## src/rtl/rs_pkg.sv

```systemverilog
// rs_pkg: shared sizes and helpers for the reservation-station entry tracker
package rs_pkg;
  localparam int RS_SIZE  = 8;
  localparam int RS_IDX_W = $clog2(RS_SIZE);
  localparam int RS_CNT_W = $clog2(RS_SIZE + 1);
  function automatic logic [RS_CNT_W-1:0] popcount(input logic [RS_SIZE-1:0] v);
    logic [RS_CNT_W-1:0] n;
    n = '0;
    for (int i = 0; i < RS_SIZE; i++) n = n + RS_CNT_W'(v[i]);
    return n;
  endfunction
endpackage

```

## src/rtl/rs_entry_tracker_if.sv

```systemverilog
// rs_entry_tracker_if: dispatch-side grant/release bus and tracker status
interface rs_entry_tracker_if #(parameter int p_SIZE = rs_pkg::RS_SIZE);
  localparam int IDX_W = $clog2(p_SIZE);
  localparam int CNT_W = $clog2(p_SIZE + 1);
  logic [p_SIZE-1:0] alloc1_gnt;
  logic [p_SIZE-1:0] alloc2_gnt;
  logic [p_SIZE-1:0] release_vec;
  logic              flush;
  logic [p_SIZE-1:0] free_vec;
  logic [CNT_W-1:0]  busy_count;
  logic              full;
  logic              almost_full;
  logic              alloc1_valid;
  logic              alloc2_valid;
  logic [IDX_W-1:0]  alloc1_idx;
  logic [IDX_W-1:0]  alloc2_idx;
  logic              err;
  modport master (
    output alloc1_gnt, alloc2_gnt, release_vec, flush,
    input  free_vec, busy_count, full, almost_full,
           alloc1_valid, alloc2_valid, alloc1_idx, alloc2_idx, err
  );
  modport slave (
    input  alloc1_gnt, alloc2_gnt, release_vec, flush,
    output free_vec, busy_count, full, almost_full,
           alloc1_valid, alloc2_valid, alloc1_idx, alloc2_idx, err
  );
endinterface

```

## src/rtl/onehot_encoder.sv

```systemverilog
// onehot_encoder: one-hot to binary index, with any-bit and multi-bit flags
module onehot_encoder #(
  parameter int p_SIZE = 8,
  localparam int IDX_W = $clog2(p_SIZE)
) (
  input  logic [p_SIZE-1:0] vec,
  output logic [IDX_W-1:0]  idx,
  output logic              valid,
  output logic              multi
);
  logic seen;
  always_comb begin
    idx   = '0;
    multi = 1'b0;
    seen  = 1'b0;
    for (int i = 0; i < p_SIZE; i++) begin
      if (vec[i]) begin
        multi = multi | seen;
        seen  = 1'b1;
        idx   = idx | IDX_W'(i);
      end
    end
    valid = seen;
  end
endmodule

```

## src/rtl/rs_entry_tracker.sv

```systemverilog
// rs_entry_tracker: busy/free occupancy of the reservation station, grant
// acceptance with encoded indices, release/flush and dispatch stall flags
module rs_entry_tracker
  import rs_pkg::*;
#(
  parameter int p_SIZE = RS_SIZE,
  localparam int IDX_W = $clog2(p_SIZE),
  localparam int CNT_W = $clog2(p_SIZE + 1)
) (
  input logic               clock,
  input logic               reset,
  rs_entry_tracker_if.slave bus
);
  logic [p_SIZE-1:0] busy_q, busy_d;
  logic [CNT_W-1:0]  count_q, count_d;
  logic              v1_q, v1_d, v2_q, v2_d, err_q, err_d;
  logic [IDX_W-1:0]  i1_q, i1_d, i2_q, i2_d;
  logic [IDX_W-1:0]  e1_idx, e2_idx;
  logic              e1_any, e1_multi, e2_any, e2_multi;
  logic              legal1, legal2, overlap, bad;
  logic [p_SIZE-1:0] g1, g2;
  onehot_encoder #(.p_SIZE(p_SIZE)) u_enc1 (
    .vec(bus.alloc1_gnt), .idx(e1_idx), .valid(e1_any), .multi(e1_multi)
  );
  onehot_encoder #(.p_SIZE(p_SIZE)) u_enc2 (
    .vec(bus.alloc2_gnt), .idx(e2_idx), .valid(e2_any), .multi(e2_multi)
  );
  // Legality is judged against the registered busy set only; a release in
  // this cycle never frees an entry for a grant in the same cycle.
  always_comb begin
    overlap = |(bus.alloc1_gnt & bus.alloc2_gnt);
    legal1  = e1_any & ~e1_multi & ~|(bus.alloc1_gnt & busy_q);
    legal2  = e2_any & ~e2_multi & ~|(bus.alloc2_gnt & busy_q) & ~overlap;
    g1      = legal1 ? bus.alloc1_gnt : '0;
    g2      = legal2 ? bus.alloc2_gnt : '0;
    bad     = e1_multi | e2_multi | overlap | |(bus.alloc1_gnt & busy_q)
            | |(bus.alloc2_gnt & busy_q) | |(bus.release_vec & ~busy_q);
    busy_d  = bus.flush ? '0 : (busy_q & ~bus.release_vec) | g1 | g2;
    count_d = bus.flush ? '0
            : count_q + popcount(g1 | g2) - popcount(bus.release_vec & busy_q);
    v1_d    = ~bus.flush & legal1;
    v2_d    = ~bus.flush & legal2;
    i1_d    = v1_d ? e1_idx : i1_q;
    i2_d    = v2_d ? e2_idx : i2_q;
    err_d   = err_q | (~bus.flush & bad);
  end
  always_ff @(posedge clock) begin
    if (reset) begin
      busy_q  <= '0;
      count_q <= '0;
      v1_q    <= 1'b0;
      v2_q    <= 1'b0;
      i1_q    <= '0;
      i2_q    <= '0;
      err_q   <= 1'b0;
    end else begin
      busy_q  <= busy_d;
      count_q <= count_d;
      v1_q    <= v1_d;
      v2_q    <= v2_d;
      i1_q    <= i1_d;
      i2_q    <= i2_d;
      err_q   <= err_d;
    end
  end
  assign bus.free_vec     = ~busy_q;
  assign bus.busy_count   = count_q;
  assign bus.full         = count_q == CNT_W'(p_SIZE);
  assign bus.almost_full  = count_q >= CNT_W'(p_SIZE - 1);
  assign bus.alloc1_valid = v1_q;
  assign bus.alloc2_valid = v2_q;
  assign bus.alloc1_idx   = i1_q;
  assign bus.alloc2_idx   = i2_q;
  assign bus.err          = err_q;
endmodule

```

## src/flat_wrapper.sv

```systemverilog
// flat-port wrapper written by rule: the top's interface ports become plain ports
module rs_entry_tracker_flat import rs_pkg::*;
#(
  parameter int p_SIZE = RS_SIZE,
  localparam int IDX_W = $clog2(p_SIZE),
  localparam int CNT_W = $clog2(p_SIZE + 1)
)
  (clock, reset, bus_alloc1_gnt, bus_alloc2_gnt, bus_release_vec, bus_flush, bus_free_vec, bus_busy_count, bus_full, bus_almost_full, bus_alloc1_valid, bus_alloc2_valid, bus_alloc1_idx, bus_alloc2_idx, bus_err);
  rs_entry_tracker_if #(.p_SIZE(p_SIZE)) bus_i ();
  input logic clock;
  input logic reset;
  input wire logic [$bits(bus_i.alloc1_gnt)-1:0] bus_alloc1_gnt;
  input wire logic [$bits(bus_i.alloc2_gnt)-1:0] bus_alloc2_gnt;
  input wire logic [$bits(bus_i.release_vec)-1:0] bus_release_vec;
  input wire logic [$bits(bus_i.flush)-1:0] bus_flush;
  output wire logic [$bits(bus_i.free_vec)-1:0] bus_free_vec;
  output wire logic [$bits(bus_i.busy_count)-1:0] bus_busy_count;
  output wire logic [$bits(bus_i.full)-1:0] bus_full;
  output wire logic [$bits(bus_i.almost_full)-1:0] bus_almost_full;
  output wire logic [$bits(bus_i.alloc1_valid)-1:0] bus_alloc1_valid;
  output wire logic [$bits(bus_i.alloc2_valid)-1:0] bus_alloc2_valid;
  output wire logic [$bits(bus_i.alloc1_idx)-1:0] bus_alloc1_idx;
  output wire logic [$bits(bus_i.alloc2_idx)-1:0] bus_alloc2_idx;
  output wire logic [$bits(bus_i.err)-1:0] bus_err;
  assign bus_i.alloc1_gnt = bus_alloc1_gnt;
  assign bus_i.alloc2_gnt = bus_alloc2_gnt;
  assign bus_i.release_vec = bus_release_vec;
  assign bus_i.flush = bus_flush;
  assign bus_free_vec = bus_i.free_vec;
  assign bus_busy_count = bus_i.busy_count;
  assign bus_full = bus_i.full;
  assign bus_almost_full = bus_i.almost_full;
  assign bus_alloc1_valid = bus_i.alloc1_valid;
  assign bus_alloc2_valid = bus_i.alloc2_valid;
  assign bus_alloc1_idx = bus_i.alloc1_idx;
  assign bus_alloc2_idx = bus_i.alloc2_idx;
  assign bus_err = bus_i.err;
  rs_entry_tracker #(.p_SIZE(p_SIZE)) u_core (.clock(clock), .reset(reset), .bus(bus_i));
endmodule
```

## config.mk

```make
export PLATFORM = sky130hd
export DESIGN_NAME = rs_entry_tracker_flat
export DESIGN_NICKNAME = d
export VERILOG_FILES = /design/src/rtl/rs_pkg.sv /design/src/rtl/rs_entry_tracker_if.sv /design/src/rtl/onehot_encoder.sv /design/src/rtl/rs_entry_tracker.sv /design/src/flat_wrapper.sv
export SDC_FILE = /design/constraint.sdc
export NUM_CORES = 1
export LEC_CHECK = 0
export CAP_MARGIN = 0
export CORE_ASPECT_RATIO = 0.75
export CORE_MARGIN = 2
export CORE_UTILIZATION = 45
export DETAILED_ROUTE_END_ITERATION = 10
export PLACE_DENSITY_LB_ADDON = 0.15
export SLEW_MARGIN = 10
export SYNTH_ARGS = -nofsm -noshare
export SYNTH_HDL_FRONTEND = slang
export SYNTH_HIERARCHICAL = 1
export SYNTH_SLANG_ARGS = --single-unit
```

## constraint.sdc

```tcl
create_clock -name clock -period 13.76 [get_ports clock]
set_input_delay 1.376 -clock clock [delete_from_list [all_inputs] [get_ports clock]]
set_output_delay 1.376 -clock clock [all_outputs]
set_load 0.05 [all_outputs]
```

== Word-level counts from Yosys, hierarchy flattened ==
Cells that the tools add are included.

* Output and inout port bits: 23
* Bits in read-only memories: 0
* Memory bits (writable): 0
* Memories kept: 0
* Word-level logic and storage cells: 119
* Bits in registers: 21
* Input port bits: 27
* Bits in latches: 0

* Mux-type cells: 46
* Shift-type cells: 0
* Reduce and logical (&&, ||, !) cells: 7
* Div/mod/pow operators: 0
* Eq/ne operators: 1
* Add/sub/neg operators: 16
* Magnitude comparators: 1
* Bitwise gates (word level): 41
* Multipliers: 0

{| class="wikitable"
|+ Operators by type and width
! kind !! count
|-
| adder 4 x 1 -> 4 bit || 12
|-
| bitwise AND 8 bit || 6
|-
| 2-to-1 mux 1 bit || 32
|-
| OR reduction 8 bit || 4
|-
| 2-to-1 mux 3 bit || 8
|-
| bitwise OR 8 bit || 3
|-
| bitwise OR 1 bit || 18
|-
| 2-to-1 mux 8 bit || 2
|-
| NOT 8 bit || 2
|-
| bitwise AND 1 bit || 8
|-
| 2-to-1 mux 2 bit || 4
|-
| adder 1 x 1 -> 2 bit || 2
|-
| adder 4 bit || 1
|-
| equality test 4 bit, second input constant || 1
|-
| >= comparator 4 x 3 -> 1 bit, second input constant || 1
|-
| NOT 1 bit || 4
|-
| subtractor 4 bit || 1
|-
| zero test 1 bit || 2
|-
| OR reduction 2 bit || 1
|}

== Logic depth before layout (Yosys ltp) ==
* Word-level depth: 29
* Gate-level depth with buffers: 21
* Mapped depth without buffers: 21

== Cells and area by module ==
Netlist, hierarchy kept.

{| class="wikitable"
|+ By module, submodules not included
! module !! instances !! cells each !! sequential area each (µm²) !! area each (µm²)
|-
| rs_entry_tracker || 1 || 177 || 420.4 || 1556.5
|-
| onehot_encoder || 2 || 13 || 0.0 || 107.6
|}

== Worst setup path before layout ==
OpenSTA, ideal clock, no wires.

* Kind: input to register
* Start: input bus_alloc1_gnt[3]
* End: register u_core.count_q[3], in the netlist u_core/bus.busy_count[3]
* Required time: 13630 ps
* Data arrival time: 6365 ps
* Slack: 7265 ps
* Stages on the path: 21
* Setup time: 130 ps
* Path buffers: 0
* Cells stage by stage: or4_4 -> a2111oi_2 -> o31ai_1 -> a21oi_1 -> nand3_1 -> nor2_2 -> nand2_1 -> and2_1 -> fa_1 -> inv_1 -> fa_1 -> fa_1 -> inv_1 -> fa_1 -> fa_1 -> inv_1 -> ha_1 -> fa_1 -> xor2_1 -> xnor2_1 -> nor2_1

* Longest elaborated chain between the ends: 23
* Elaborated cells on any way between the ends: 36
* Those cells by class: add/sub (9); mux (12); bitwise (12); reduce/logical (3)

{| class="wikitable"
|+ Ends and longest elaborated chain
! item !! RTL line !! source
|-
| start: declaration || flat_wrapper.sv:12 || <nowiki>input wire logic [$bits(bus_i.alloc1_gnt)-1:0] bus_alloc1_gnt;</nowiki>
|-
| 2-to-1 mux 1 bit || onehot_encoder.sv:17 || <nowiki>if (vec[i]) begin</nowiki>
|-
| bitwise OR 1 bit || onehot_encoder.sv:18 || <nowiki>multi = multi | seen;</nowiki>
|-
| 2-to-1 mux 1 bit || onehot_encoder.sv:17 ||
|-
| bitwise OR 1 bit || onehot_encoder.sv:18 ||
|-
| 2-to-1 mux 1 bit || onehot_encoder.sv:17 ||
|-
| bitwise OR 1 bit || onehot_encoder.sv:18 ||
|-
| 2-to-1 mux 1 bit || onehot_encoder.sv:17 ||
|-
| bitwise OR 1 bit || onehot_encoder.sv:18 ||
|-
| [... 1 more ...] || -- ||
|-
| via u_core.e1_multi || rs_entry_tracker.sv:19 || <nowiki>logic e1_any, e1_multi, e2_any, e2_multi;</nowiki>
|-
| [... 1 more ...] || -- ||
|-
| bitwise AND 1 bit (*) (2 in a row) || rs_entry_tracker.sv:32 || <nowiki>legal1 = e1_any & ~e1_multi & ~|(bus.alloc1_gnt & busy_q);</nowiki>
|-
| 2-to-1 mux 8 bit (*) || rs_entry_tracker.sv:34 || <nowiki>g1 = legal1 ? bus.alloc1_gnt : '0;</nowiki>
|-
| bitwise OR 8 bit (*) || rs_entry_tracker.sv:40 || <nowiki>: count_q + popcount(g1 | g2) - popcount(bus.release_vec & busy_q);</nowiki>
|-
| adder 1 x 1 -> 2 bit || rs_pkg.sv:9 || <nowiki>for (int i = 0; i < RS_SIZE; i++) n = n + RS_CNT_W'(v[i]);</nowiki>
|-
| adder 4 x 1 -> 4 bit (5 in a row) || rs_pkg.sv:9 ||
|-
| adder 4 x 1 -> 4 bit (*) || rs_pkg.sv:9 ||
|-
| adder 4 bit (*) || rs_entry_tracker.sv:40 ||
|-
| subtractor 4 bit (*) || rs_entry_tracker.sv:40 ||
|-
| end signal: assignment || rs_entry_tracker.sv:58 || <nowiki>count_q <= count_d;</nowiki>
|-
| end: declaration || rs_entry_tracker.sv:15 || <nowiki>logic [CNT_W-1:0] count_q, count_d;</nowiki>
|}

Mark *: on every way through the listed nets, which the timed path passes. The rest lies on a longest branch.
A chain may end at the register's enable or synchronous reset.

== Worst setup path in the final report ==
* Start: input bus_alloc2_gnt[1]
* End: register u_core.count_q[3], in the netlist u_core/bus.busy_count[3]

* Longest elaborated chain between the ends: 28
* Elaborated cells on any way between the ends: 41
* Those cells by class: add/sub (9); mux (15); bitwise (14); reduce/logical (3)

{| class="wikitable"
|+ Ends and longest elaborated chain
! item !! RTL line !! source
|-
| start: declaration || flat_wrapper.sv:13 || <nowiki>input wire logic [$bits(bus_i.alloc2_gnt)-1:0] bus_alloc2_gnt;</nowiki>
|-
| 2-to-1 mux 1 bit || onehot_encoder.sv:17 ||
|-
| bitwise OR 1 bit || onehot_encoder.sv:18 ||
|-
| 2-to-1 mux 1 bit || onehot_encoder.sv:17 ||
|-
| bitwise OR 1 bit || onehot_encoder.sv:18 ||
|-
| 2-to-1 mux 1 bit || onehot_encoder.sv:17 ||
|-
| bitwise OR 1 bit || onehot_encoder.sv:18 ||
|-
| 2-to-1 mux 1 bit || onehot_encoder.sv:17 ||
|-
| bitwise OR 1 bit || onehot_encoder.sv:18 ||
|-
| [... 5 more ...] || -- ||
|-
| via u_core.e2_multi || rs_entry_tracker.sv:19 ||
|-
| [... 1 more ...] || -- ||
|-
| bitwise AND 1 bit (*) (3 in a row) || rs_entry_tracker.sv:33 || <nowiki>legal2 = e2_any & ~e2_multi & ~|(bus.alloc2_gnt & busy_q) & ~overlap;</nowiki>
|-
| 2-to-1 mux 8 bit (*) || rs_entry_tracker.sv:35 || <nowiki>g2 = legal2 ? bus.alloc2_gnt : '0;</nowiki>
|-
| bitwise OR 8 bit (*) || rs_entry_tracker.sv:40 ||
|-
| adder 1 x 1 -> 2 bit || rs_pkg.sv:9 ||
|-
| adder 4 x 1 -> 4 bit (5 in a row) || rs_pkg.sv:9 ||
|-
| adder 4 x 1 -> 4 bit (*) || rs_pkg.sv:9 ||
|-
| adder 4 bit (*) || rs_entry_tracker.sv:40 ||
|-
| subtractor 4 bit (*) || rs_entry_tracker.sv:40 ||
|}

Marked as above.

==> results by group <==
CTS
  • Hold-fix buffers, CTS: 0
  • CTS Root Cell: clkbuf_8
  • CTS sink cnt: 21
  • Total CTS buffers: 3
  • CTS tree: yes
  • H-tree Lvls: 1
  • Clock-pin slew on the worst setup and hold paths: 0.07 ns
  • Gates resized, CTS repair: 0
  • CTS max path bufs: 2
  • Setup Fix Bufs, Post-CTS: 0
  • Clock latency on the worst-skew pair: 0.26 ns

Layout
  • Area of the multi-input gates: 1210 um^2
  • Post-route insts no fill: slightly above 300
  • Commonest non-fill, non-tap cells in the layout: clkdlybuf4s50_1 (49), inv_1 (30), dfxtp_1 (21), nand2_1 (19), fa_1 (13)
  • Diode count: 0
  • Design area: approximately 2400 um^2
  • Layout area overhead: 32.7%
  • Most common cell after layout, fill and taps aside: clkdlybuf4s50_1
  • Register area: 420 um^2
  • Nets: a little under 300
  • Layout cells sized above 1: 10.3%
  • # fillers: 328

Timing
  • Max Freq: between 100 and 150 MHz
  • Max transition margin: 27.5%
  • Crit path time final: between 7 and 8 ns
  • Setup TNS: 0 ns
  • Unrepaired setup endpoints after global routing: no
  • Final setup violating endpoints: 0
  • Period utilization: 54.2%
  • Final Hold Violating Endpoints: 0
  • Measured slew at the worst slew-check pin: about 1.1 ns
  • Setup ws final: about 6.3 ns
  • Final clock skew: 0.00147 ns
  • Max-slew violation count: 0

Floorplanning
  • Die area: 4460 um^2
  • # IOs: 50
  • Initial Util: 47.8%
  • Cell Rows: 19
  • Die Ht: 58.3 um
  • Core box area: ~3700 um^2
  • Die W: about 76 um

Critical path
  • FF-to-FF End: u_core/bus.busy_count[3]
  • CP max-delay cell: nor2b_1
  • RR Startpoint: u_core/busy_q[4]
  • Worst EP arrival: 7.61 ns
  • Critical Path Source: bus_alloc2_gnt[1]
  • Startpoint types: input pin
  • CP Cell Sequence: clkdlybuf4s50_1 -> or4_4 -> a2111oi_2 -> o31ai_1 -> nor2b_1 -> a31oi_1 -> fa_1 -> inv_1 -> fa_1 -> fa_1 -> inv_1 -> fa_1 -> fa_1 -> inv_1 -> ha_1 -> fa_1 -> xor2_1 -> xnor2_1 -> nor2_1
  • CP most frequent cell: fa_1
  • Required @ worst endpoint: between 10 and 15 ns
  • Worst R2R Path Depth: 18
  • Reg2reg setup slack: 8.66 ns
  • Worst Setup End Kind: flip-flop
  • Crit path largest cell delay: about 0.85 ns
  • CP max FO: 13
  • WS Path Type: in -> reg

Placement
  • Placement Cell Area: 2300 um^2
  • Port-buffer cells: 49
  • Placer congestion estimate: 0.943
  • Placed cells: 300
  • Hpwl dp: 3970 um
  • Dpl ws: about 6.1 ns

Hold path
  • WHS Path Cells: 2
  • Worst hold path type: reg -> reg
  • Hold Startpoint: u_core/bus.alloc2_idx[1]
  • WHS Endpoint: u_core/bus.alloc2_idx[1]

Pwr
  • Pleak: 0.000845 uW
  • Total chip power: 196 uW
  • Maximum VDD drop: 0.0541 mV
  • Pwr/cell area: 83.4 nW/um^2

GRT
  • Largest net degree at the start of global routing: 15
  • First-pass GRT wire length: 7890 um
  • GR Overflow Total: 0
  • Antenna violations before repair: 0
  • Vias in the first global route: 1544
  • Overall Global Routing Usage: a little under a quarter

Yosys
  • Yosys warns: 6
  • EDFF count, synth: 0
  • Seq/Total Area, Yosys: a little under a quarter
  • Mapped Area: 1770 um^2
  • Post-synth top flop: dfxtp_1
  • Yosys reg bits: 21
  • Ys async rst share: 0%
  • Largest cells by area after synthesis: dfxtp_1 (24%), fa_1 (15%), inv_1 (6.4%), a22oi_1 (5.1%), nand2_1 (4.0%)
  • Mean Syn Cell Area: 8.73 um^2
  • Post-synthesis cell count: 203
  • Synth top area share: 23.7%
  • Syn_nets: roughly 250
  • Biggest area consumer among synthesized cells: dfxtp_1
  • Synth cell types: 47

Drt
  • Residual DRC: 0
  • Vias: 1717
  • Routed length per placed instance: 15.8 um
  • Starting DRT DRC Count: 162
  • Total iterations of the first detailed-routing run: 6
  • Final wirelength: 4790 um
  • Detailed-route vias per instance: 5.65
  • Antenna Nets Post-Route: 0

Job
  • Max Cap Violations: 0

Run status
  • Outcome: finished, final reports clean
logic make-up after synthesis:
family / share of synthesized area (%)
adders and majority gates: 17.9
xor gates and xnor gates: 1.48
DFF: 23.7
muxes: 1.69
buffers and inverters: 8.05
AOI/OAI and AO/OA: 19.4
and+or+nand+nor: 27.8
per-layer routing:
layer  GRT usage, %  wire length (um)  up-vias
met3           6.60               500        6
li1               -                 -      824
met4           3.38                28        0
met1           34.0              2280      792
met2           33.9              1980       95
met5              0                 0        -
area by class of cell:
cell class	count	area share (%)
clock buffer	3	1.76
clock inverter	1	0.213
inverter	30	4.79
multi-input combinational	147	51.4
sequential	21	17.9
tap	52	2.77
timing repair buffer	50	21.2
worst max-delay path by stage:
stage / end / slack, ns / depth (start not counted)
2_1_floorplan: u_core/bus.busy_count[3] / 7.26 / 21
3_3_place_gp: u_core/bus.busy_count[3] / 6.28 / 20
3_5_place_dp: u_core/bus.busy_count[3] / 6.07 / 19
4_1_cts: u_core/bus.busy_count[3] / 6.36 / 19
5_1_grt: u_core/bus.busy_count[3] / 5.94 / 19
6_report: u_core/bus.busy_count[3] / 6.30 / 19
flip-flops by register name, summed over array words and instances, names as in the netlist:
register,cells
u_core/bus.alloc1_idx,3
u_core/bus.err,1
u_core/bus.alloc2_valid,1
u_core/busy_q,8
u_core/bus.busy_count,4
u_core/bus.alloc1_valid,1
u_core/bus.alloc2_idx,3
cells in the mapped netlist, drive strengths merged, types with 3 or more instances:
library cell and count:
a2111oi 4, a21oi 8, a22oi 12, a31oi 7, and2 5, and3 3
clkbuf 3, dfxtp 21, fa 13, ha 3, inv 30, mux2i 3
nand2 19, nand2b 7, nand3 6, nand4b 3, nor2 11, nor3 4
nor4 3, o21ai 3, or2 3, or4 9
stage by stage:
step | hold slack [ns] | utilization (%)
global placement | 0.472 | 62.1
floorplan | 0.483 | -
finish | 0.482 | 63.4
detailed placement | 0.473 | 62.1
global route | 0.515 | 63.4
CTS | 0.485 | 63.4
critical path: cells and delay by family:
family,cells,cell delay (ns)
fa+ha+maj,7,2.90
simple gates,3,1.49
compound gates,3,0.82
buf+inv,4,0.69
xor+xnor,2,0.32
where the power goes:
group          internal, uW  leakage, uW  total [uW]  switching [uW]
logic                  38.0     0.000650        88.1            50.1
registers              63.9     0.000170        67.5            3.57
clock network          20.2    0.0000255        40.5            20.3
(Power assumes the default switching activity.)
==> RTL edit 1 (config.mk and constraints unchanged) <==
One comparison of `count_q` changes from == to >=.
--- a/src/rtl/rs_entry_tracker.sv
+++ b/src/rtl/rs_entry_tracker.sv
@@ -66,5 +66,5 @@
   assign bus.free_vec     = ~busy_q;
   assign bus.busy_count   = count_q;
-  assign bus.full         = count_q == CNT_W'(p_SIZE);
+  assign bus.full         = count_q >= CNT_W'(p_SIZE);
   assign bus.almost_full  = count_q >= CNT_W'(p_SIZE - 1);
   assign bus.alloc1_valid = v1_q;
Behaviour: same outputs for any inputs over 4 cycles, from zero or initial values and one cycle with reset high; that may be too few to reach the edited logic, so the function may still have changed.
==> RTL edit 1 against the original RTL <==
- core utilization shrank 1.3 points
- routed wire length grew 0.17%
- clock power grew 7.7%
- power shrank 1.3%
- design area shrank 2.0%
- register-to-register slack lost 0.20 ns
- worst hold slack gained 0.019 ns
- global-route usage grew 0.26 points
- sequential power shrank 0.6%
- area after synthesis shrank 1.1%
- setup slack gained 0.26 ns
- sequential cell count is the same
- largest cell class unchanged
- largest power group unchanged
==> RTL edit 1: results (changes against the original RTL) <==
- Synth top area cells: dfxtp_1, fa_1, inv_1, nand2_1, nand4b_2 (was dfxtp_1, fa_1, inv_1, a22oi_1, nand2_1)
- Post-synthesis area per instance: 8.989 um^2 (was 8.728 um^2)
- Crit-path max FO: 8 (was 13)
- Worst r2r path cells: 18 (unchanged)
- Reg2Reg Launch Point: u_core/busy_q[6]$_SDFF_PP0_ (was u_core/busy_q[4]$_SDFF_PP0_)
- Worst slew pin tran: 0.9505 ns (was 1.085 ns)
- Dpl ws: 6.336 ns (was 6.067 ns)
- Synth Net Count: 238 (was 246)
- CP max stage delay: 0.61 ns (was 0.85 ns)
- Post-synthesis mux area share: 1.713% (was 1.695%)
- Leak pwr: 0.8495 nW (was 0.8454 nW)
- Clk pwr share: 22.5% (was 20.7%)
- FF-to-FF setup slack: 8.46 ns (was 8.66 ns)
- Ys async rst share: 0% (unchanged)
- Min Tclk post-route: 7.203 ns (was 7.458 ns)
- Pre-antenna DRT Iters: 4 (was 6)
- Hold slack: 0.5016 ns (was 0.4823 ns)
- Placer Congestion: 0.8701 (was 0.9431)
- Most common library cells after synthesis: inv_1, dfxtp_1, nand2_1, fa_1, nor2_1 (was inv_1, dfxtp_1, nand2_1, fa_1, a22oi_1)
- Post-DR wirelength/cell: 16.31 um (was 15.75 um)
- Hold endpoint: u_core/bus.alloc1_idx[1]$_SDFFE_PP0P_ (was u_core/bus.alloc2_idx[1]$_SDFFE_PP0P_)
- Synth unique cells: 45 (was 47)
- Tot GR Track Use: 23.08% (was 22.82%)
- Peak VDD IR: 0.08940 mV (was 0.05405 mV)
- Finished Layout Cells: 294 (was 304)
- Min-delay src: u_core/bus.alloc1_idx[1]$_SDFFE_PP0P_ (was u_core/bus.alloc2_idx[1]$_SDFFE_PP0P_)
- Vias per cell: 5.636 (was 5.648)
- Slowest stage cell on the critical path: or4_4 (was nor2b_1)
- Synth Area in Adders: 18.13% (was 17.94%)
- Hold Path Depth: 2 (unchanged)
- Root Buffer: clkbuf_8 (unchanged)
- Clk_lat worst skew: 0.27 ns
- Beginning of the critical path: bus_alloc1_gnt[3] (was bus_alloc2_gnt[1])
- Register area share after synthesis: 23.98% (was 23.73%)
- Post-synthesis xor/xnor area fraction: 1.499% (was 1.483%)
- Vias in the first global route: 1553 (was 1544)
- N_diodes: 0 (unchanged)
- H-tree depth: 1 (unchanged)
- Placed cell areas: 2258 um^2 (was 2305 um^2)
- Status: finished, final reports clean (unchanged)
- First-pass GRT wire length: 7983 um (was 7886 um)
- Seq pwr: 67.1 uW (was 67.5 uW)
- Synth Area in Compound Gates: 18.56% (was 19.35%)
- Fraction of layout cells with a size suffix above 1: 6.612% (was 10.32%)
- Power Density: 84.06 nW/um^2 (was 83.41 nW/um^2)
- Pin count of the biggest net entering global routing: 16 (was 15)
- Worst Path Arrival: 7.37 ns (was 7.61 ns)
- Placed Cells: 290 (was 300)
- Iter 0 DRT Violations: 167 (was 162)
- Setup Skew: 0.003777 ns (was 0.001475 ns)
- Switch share: 37.34% (was 37.73%)
- DP HPWL: 3768 um (was 3965 um)
==> RTL edit 1: changes by cell type after synthesis, moves of 4 or more <==
cell      change
nand4b_2      +4
a221oi_1      +5
a22o_1        +5
a31oi_1       +4
nand3_2       -5
a22oi_1      -10
==> RTL edit 1: per-layer routing <==
layer	routed length [um]	vias to the layer above	share of wire, %	GRT usage [%]
met1	2323	771	48	35.17
li1	-	797	-	-
met2	1975	82	41	32.53
met5	0	-	0	0
met4	65	0	1.4	5.974
met3	431	7	9.0	5.607
==> RTL edit 1: area by class of cell <==
cell class | instances | area, um^2
inverter | 27 | 101.3
timing repair buffer | 49 | 490.5
tap | 52 | 65.06
sequential | 21 | 420.4
multi-input combinational | 141 | 1181
clock buffer | 4 | 45.04
fill | 344 | 1405
==> RTL edit 2 (same flow settings) <==
Made on the original files. Change the package constant `RS_SIZE` from 8 to 4.
--- a/src/rtl/rs_pkg.sv
+++ b/src/rtl/rs_pkg.sv
@@ -1,5 +1,5 @@
 // rs_pkg: shared sizes and helpers for the reservation-station entry tracker
 package rs_pkg;
-  localparam int RS_SIZE  = 8;
+  localparam int RS_SIZE  = 4;
   localparam int RS_IDX_W = $clog2(RS_SIZE);
   localparam int RS_CNT_W = $clog2(RS_SIZE + 1);
Ports: changed (7 resized); port bits go from 50 to 31. No check against the original RTL was run, so the function may have changed too.
==> RTL edit 2 against the original RTL <==
- power shrank 12%
- setup slack better by 2.4 ns
- routed wire length is 53% lower
- area after synthesis is 47% lower
- design area decreased by 45%
- critical path type unchanged
- sequential cell count shrank 7
- combinational power grew 2.8%
- core utilization up 1.8 points
- synthesized cell count fell by 45%
- via count shrank 48%
==> RTL edit 2: results (changes against the original RTL) <==
- Status: finished, final reports clean (unchanged)
- PortBufs: 30 (was 49)
- Post-DR wirelength/cell: 13.38 um (was 15.75 um)
- Clk slew on worst S/H paths: 0.09 ns (was 0.07 ns)
- Pin count of the biggest net entering global routing: 10 (was 15)
- Synth Area in Compound Gates: 13.37% (was 19.35%)
- Slowest stage cell on the critical path: fa_1 (was nor2b_1)
- Beginning of the critical path: bus_alloc1_gnt[3] (was bus_alloc2_gnt[1])
- Iter 0 DRT Violations: 20 (was 162)
- Total Power: 171.6 uW (was 196.1 uW)
- Vias: 891 (was 1717)
- Root Buffer: clkbuf_4 (was clkbuf_8)
- Placed Cells: 163 (was 300)
- Synth Area in Adders: 13.37% (was 17.94%)
- Tot GR Track Use: 20.44% (was 22.82%)
- Synth unique cells: 31 (was 47)
- FF-to-FF setup slack: 10.28 ns (was 8.66 ns)
- Final #Nets: 166 (was 296)
- Reg2Reg Launch Point: u_core/busy_q[3]$_SDFF_PP0_ (was u_core/busy_q[4]$_SDFF_PP0_)
- Met2 Usage GRT: 29.53% (was 33.88%)
- Switch share: 42.32% (was 37.73%)
- Placed cell areas: 1254 um^2 (was 2305 um^2)
- Vias in the first global route: 828 (was 1544)
- Filler cell count: 181 (was 328)
- Clk pwr share: 17.9% (was 20.7%)
- Worst slew pin tran: 0.4990 ns (was 1.085 ns)
- Pre-antenna DRT Iters: 4 (was 6)
- Register area share after synthesis: 29.95% (was 23.73%)
- Peak VDD IR: 0.1205 mV (was 0.05405 mV)
- R2r endpoint: u_core/bus.busy_count[2]$_SDFF_PP0_ (was u_core/bus.busy_count[3]$_SDFF_PP0_)
- Placer Congestion: 0.8425 (was 0.9431)
- Global Route met3 Usage: 7.463% (was 6.595%)
- Largest register FFs: 4 (was 8)
- Met1 GRT Util: 29.98% (was 33.95%)
- Crit-path max FO: 7 (was 13)
- Most common library cells after synthesis: dfxtp_1, inv_1, nand2_1, nor2_1, nand2b_1 (was inv_1, dfxtp_1, nand2_1, fa_1, a22oi_1)
- Synth top area cells: dfxtp_1, fa_1, inv_1, nand2_1, nand2b_1 (was dfxtp_1, fa_1, inv_1, a22oi_1, nand2_1)
- DP HPWL: 1779 um (was 3965 um)
- Worst Path Arrival: 5.19 ns (was 7.61 ns)
- Cells after Synth: 112 (was 203)
- Fraction of layout cells with a size suffix above 1: 4.895% (was 10.32%)
- Worst r2r path cells: 14 (was 18)
- Fmax: 199.7 MHz (was 134.1 MHz)
- Setup Skew: 0.004540 ns (was 0.001475 ns)
- Post-synthesis mux area share: 4.278% (was 1.695%)
- CP max stage delay: 0.56 ns (was 0.85 ns)
- Leak pwr: 0.5099 nW (was 0.8454 nW)
- Synth Net Count: 134 (was 246)
- Clk_lat worst skew: 0.29 ns (was 0.26 ns)
- Hold slack: 0.4834 ns (was 0.4823 ns)
[RTL edit 2: changes by cell type in the layout (fill, tap and decap cells not counted), sizes merged, moves of 7 or more]
cell and change:
clkdlybuf4s50 -19, inv -17, a22oi -12, or4 -9, fa -8, dfxtp -7
nand2 -7
[RTL edit 2: layer usage]
| layer | up-vias | wire length [um] |
|---|---|---|
| met3 | 0 | 128 |
| met5 | - | 0 |
| met4 | 0 | 0 |
| met2 | 25 | 950 |
| met1 | 417 | 1157 |
| li1 | 449 | - |
[RTL edit 2: final cells by class]
| class | count | area [um^2] | share of cell area [%] |
|---|---|---|---|
| clock buffer | 4 | 36.28 | 2.813 |
| inverter | 13 | 48.80 | 3.783 |
| multi-input combinational | 82 | 594.3 | 46.07 |
| sequential | 14 | 280.3 | 21.73 |
| tap | 24 | 30.03 | 2.328 |
| timing repair buffer | 30 | 300.3 | 23.28 |
